[src/rtl/run_ctrl.sv]
// Simulation run controller: counts enabled RUN cycles and per-channel events,
// then settles into an absorbing PASS or FAIL state with a one-cycle done pulse.
module run_ctrl #(
    parameter int WIDTH      = 32,
    parameter int NCH        = 4,
    parameter int EV_WIDTH   = 8,
    parameter int EV_TARGET  = 4,
    parameter int TERM_COUNT = 3,
    parameter int TIMEOUT    = 100,
    parameter int MODE       = 0
) (
    input  logic             clk,
    input  logic             reset_l,
    input  logic             enable,
    input  logic [NCH-1:0]   event_i,
    output logic [WIDTH-1:0] count_o,
    output logic [NCH-1:0]   ev_seen_o,
    output logic [1:0]       state_o,
    output logic             busy_o,
    output logic             done_o,
    output logic             pass_o,
    output logic             fail_o
);

    typedef enum logic [1:0] {
        S_IDLE = 2'd0,
        S_RUN  = 2'd1,
        S_PASS = 2'd2,
        S_FAIL = 2'd3
    } state_t;

    localparam logic [WIDTH-1:0]    TERM_W = WIDTH'(TERM_COUNT);
    localparam logic [WIDTH-1:0]    TMO_W  = WIDTH'(TIMEOUT);
    localparam logic [WIDTH-1:0]    MAX_W  = (TERM_COUNT > TIMEOUT) ? TERM_W : TMO_W;
    localparam logic [EV_WIDTH-1:0] EV_TGT = EV_WIDTH'(EV_TARGET);

    state_t              r_state;
    state_t              w_next;
    logic [WIDTH-1:0]    r_count;
    logic [EV_WIDTH-1:0] r_ev_cnt [NCH];
    logic                r_done;
    logic                w_run_en;
    logic                w_pass_cond;
    logic                w_timeout;

    // Decisions use registered values only; events landing this edge count next cycle.
    assign w_run_en    = (r_state == S_RUN) && enable;
    assign w_pass_cond = (MODE == 1) ? (&ev_seen_o) : (r_count >= TERM_W);
    assign w_timeout   = (r_count >= TMO_W);

    always_ff @(posedge clk) begin
        if (!reset_l) r_state <= S_IDLE;
        else          r_state <= w_next;
    end

    always_comb begin
        w_next = r_state;
        case (r_state)
            S_IDLE: if (enable) w_next = S_RUN;
            S_RUN: begin
                if (enable) begin
                    if (w_pass_cond)    w_next = S_PASS;
                    else if (w_timeout) w_next = S_FAIL;
                end
            end
            default: w_next = r_state;
        endcase
    end

    always_comb begin
        state_o = r_state;
        busy_o  = (r_state == S_RUN);
        pass_o  = (r_state == S_PASS);
        fail_o  = (r_state == S_FAIL);
        done_o  = r_done;
        count_o = r_count;
    end

    always_ff @(posedge clk) begin
        if (!reset_l) begin
            r_count <= '0;
            r_done  <= 1'b0;
        end else begin
            r_done <= (r_state == S_RUN) && (w_next != S_RUN);
            if (w_run_en && (w_next == S_RUN))
                r_count <= r_count + WIDTH'(1);
        end
    end

    for (genvar g = 0; g < NCH; g++) begin : g_ch
        always_ff @(posedge clk) begin
            if (!reset_l)
                r_ev_cnt[g] <= '0;
            else if (w_run_en && event_i[g] && (r_ev_cnt[g] != EV_TGT))
                r_ev_cnt[g] <= r_ev_cnt[g] + EV_WIDTH'(1);
        end
        // Counter saturates at the target, so equality is a sticky flag.
        assign ev_seen_o[g] = (r_ev_cnt[g] == EV_TGT);
    end

    a_excl:  assert property (@(posedge clk) !(pass_o && fail_o));
    a_done:  assert property (@(posedge clk) done_o |-> (pass_o || fail_o));
    a_max:   assert property (@(posedge clk) count_o <= MAX_W);
    c_pass:  cover property (@(posedge clk) r_state == S_PASS);
    c_fail:  cover property (@(posedge clk) r_state == S_FAIL);
    c_both:  cover property (@(posedge clk) w_run_en && w_pass_cond && w_timeout);

endmodule

[config.mk]
export PLATFORM = sky130hd
export DESIGN_NAME = run_ctrl
export DESIGN_NICKNAME = d
export VERILOG_FILES = /design/src/rtl/run_ctrl.sv
export SDC_FILE = /design/constraint.sdc
export NUM_CORES = 1
export LEC_CHECK = 0
export ABC_AREA = 1
export BUFFER_PORTS_ARGS = -buffer_cell sky130_fd_sc_hd__clkbuf_2
export CAP_MARGIN = 25
export CORE_ASPECT_RATIO = 0.5
export CORE_MARGIN = 2
export CORE_UTILIZATION = 50
export CTS_CLUSTER_DIAMETER = 50
export DETAILED_ROUTE_END_ITERATION = 12
export GPL_TIMING_DRIVEN = 0
export PLACE_DENSITY = 0.77
export SETUP_SLACK_MARGIN = 0.1
export SLEW_MARGIN = 20
export SYNTH_ARGS = -nofsm -noshare
export SYNTH_HDL_FRONTEND = slang
export SYNTH_SLANG_ARGS = --single-unit
[constraint.sdc]
create_clock -name clk -period 1.45 [get_ports clk]
set_input_delay 0.145 -clock clk [delete_from_list [all_inputs] [get_ports clk]]
set_output_delay 0.145 -clock clk [all_outputs]
set_load 0.02 [all_outputs]
==> out/results.ini <==
[placed_design]
dp_hpwl_um = 3890
place_congestion = 0.831
place_inst = 479
pre_cts_slack_ns = -0.0117
portBuffers = 48

[yosys]
synthTopCellsByCount = nor2_1 (75), inv_1 (70), nand2_1 (70)
yosys.area.top_type = edfxtp_1
synth_ff_type = dfxtp_1
synth_most_common_cell = nor2_1
yosysWarnings = 0
synth.area.top_cells = edfxtp_1 (31%), dfxtp_1 (23%), nor2_1 (9.2%)
synth_seq_area_share = 0.544
syn_inst = 354
syn_area_sq_um = 3060
synth_seq_cells = 67
synth-edff-count = 32
syn_nets = 371
yosysTopAreaCellShare = 0.314
avgSynthCellArea_sq_um = 8.63
async_flop_share = 0
yosysUniqueCellTypes = 27

[worst_setup_path]
crit_fanout = 2
cp-start-kind = flop
cp.buffers_inverters = 2
cp-end-kind = primary output
cp_slowest_cell = edfxtp_1
critical_path_arrival_ns = 1.40
crit_chain = inv_1 -> ha_1 -> nand3b_1 -> nor2_4 -> buf_8
crit_family = flip-flops
critPathKind = reg2out
required_ns = 1.31
cp_slowest_stage_delay_ns = 0.40

[routing]
drt_iter0_markers = 125
vias = 2429
dr.pass1.iters = 4
wl_per_cell_um = 12.4
top_layer_used = met4
vias_per_cell = 4.73
ant_nets = 0
routed_wl_um = 6360
drc = 0
wl_met2_um = 3280
wl_met1_um = 2740
dr_wl_met3_um = 260

[power_and_ir_drop]
p_clk_frac = 0.478
intPower_uw = 3590
ir_drop_v = 0.000818
seqPwrFrac = 0.449
powerDensity_nw_per_um2 = 1090
combPwrFrac = 0.073
power.leakage_uw = 0.00205
p_sw_frac = 0.228
power.net_switching_uw = 1060

[layout]
area.growth.synth_to_final_pct = 39.3
post-route-util = 0.712
drive_gt1_frac = 0.390
n_antenna_cell = 0
final_cell_count_no_fill = 513
nNetsFinal = 448

[clock_network]
cts.sinks = 67
cts_buffers = 9
cts_tree = yes
ctsLongestPathBuffers = 2
h-tree-depth = 3
clkLatencyLatePin_ns = 0.33
cts-root-buf = clkbuf_16
clkTransAtPathRegs_ns = 0.06
cts_hold_buf = 0

[floorplanning]
die_w_um = 115
num_io_pins = 49
core_area_sq_um = 5980
rows = 20
initial_core_util = 0.511
die_h_um = 59.3
dieArea_sq_um = 6790

[sta]
hold_ws_ns = 0.244
maxSlewViolCount = 0
finalHoldViolCount = 0
period_minus_slack_ns = 1.55
tns_ns = -0.220
slew_headroom = 0.725
max_freq_ghz = 0.647
fin_ws_ns = -0.0958
worst_slew_pin_slew_ns = 0.413
finalSetupViolCount = 3
rsz0062_at_grt = yes
period_share = 1.07
clock_skew_ns = 0.00780

[global_route]
grt_first_pass_wirelength_um = 9920
overflow = 0
grt_max_degree = 13
grt_pass1_vias = 2243
antenna_found_initial = 0
grtUsageTotal = 0.195

[job]
max_cap_violations = 0

[status]
violations = negative setup slack
status = complete, but fails checks

[min_path]
hold_path.class = in2reg

==> placed cells by master, fill, tap and decap left out, types with 2 or more instances in the layout <==
master / count
ha_1: 3
buf_8: 3
buf_6: 4
nor3_1: 2
nand2_8: 3
dfxtp_1: 27
nand3_1: 7
inv_2: 5
nand3_2: 6
edfxtp_1: 32
ha_2: 4
nand2_2: 3
clkbuf_16: 11
clkbuf_2: 44
nand2_4: 4
nor2_4: 9
nand2_1: 61
nor2_1: 46
inv_1: 64
nand3_4: 4
clkinv_4: 3
a21oi_2: 2
inv_6: 2
nor4_2: 2
nor2_2: 22
a21oi_1: 2
dfxtp_2: 7
ha_4: 3
xor2_1: 11
buf_2: 4
xnor2_1: 7
nor3_2: 3
buf_4: 15
==> through the flow <==
stage / instance area (sq um) / total power [uW]
detailed placement: 3500 / 2370
floorplan: 3170 / 2310
global placement: 3500 / 2370
CTS: 4070 / 4630
finish: 4260 / 4650
global route: 4260 / 4800
==> flip-flops by register name, indices dropped and copies added, names as in the netlist <==
name      flops
count_o      32
r_ev_cnt     32
state_o       2
done_o        1
==> repair_timing <==
| item | in CTS | in global routing |
|---|---|---|
| setup endpoints to repair | 70 | 71 |
| buffers inserted | 12 | 6 |
| gates cloned | 0 | 0 |
| gates resized for setup | 41 | 45 |
| pin swaps | 19 | 23 |
==> tightest hold or removal path, cell delays in order <==
cell,delay (ns)
clkbuf_2,0.11
a21oi_1,0.19
nor3_1,0.08
==> area by class of cell <==
type,instances,area (sq um)
buffer,4,20.0
clock buffer,13,293
clock inverter,3,26.3
fill,431,1720
inverter,71,277
multi-input combinational,212,1450
sequential,67,1670
tap,77,96.3
timing repair buffer,66,423
==> logic make-up after synthesis <==
group	count (synthesis)	share of synthesized area
xor gates and xnor gates	19	0.0544
buffers and inverters	75	0.0937
AOI/OAI and AO/OA	5	0.0102
and+or+nand+nor	178	0.257
adders and majority gates	10	0.0409
DFF	67	0.544
==> power groups by stage <==
stage / Clock, uW / Sequential, uW / Combinational (uW)
5_1_grt: 2340 / 2090 / 370
2_1_floorplan: 0 / 2120 / 183
6_report: 2220 / 2090 / 337
4_1_cts: 2240 / 2080 / 303
3_3_place_gp: 0 / 2130 / 242
3_5_place_dp: 0 / 2130 / 246
==> path summary, 6_finish.rpt <==
check,start,to,slack (ns),depth (start not counted)
worst min register to register,count_o[11],count_o[11],0.44,2
worst min-delay path,enable,state_o[0],0.24,3
worst max-delay path,r_ev_cnt[0][8],ev_seen_o[1],-0.1,5
worst max register to register,r_ev_cnt[0][8],r_ev_cnt[0][13],-0.06,8
==> per-layer routing <==
| metal | track usage | vias to the layer above |
|---|---|---|
| li1 | - | 1227 |
| met1 | 0.224 | 1153 |
| met2 | 0.347 | 41 |
| met3 | 0.0716 | 8 |
| met4 | 0.0627 | 0 |
| met5 | 0 | - |
Note: power is estimated with default switching activity, not from simulation.
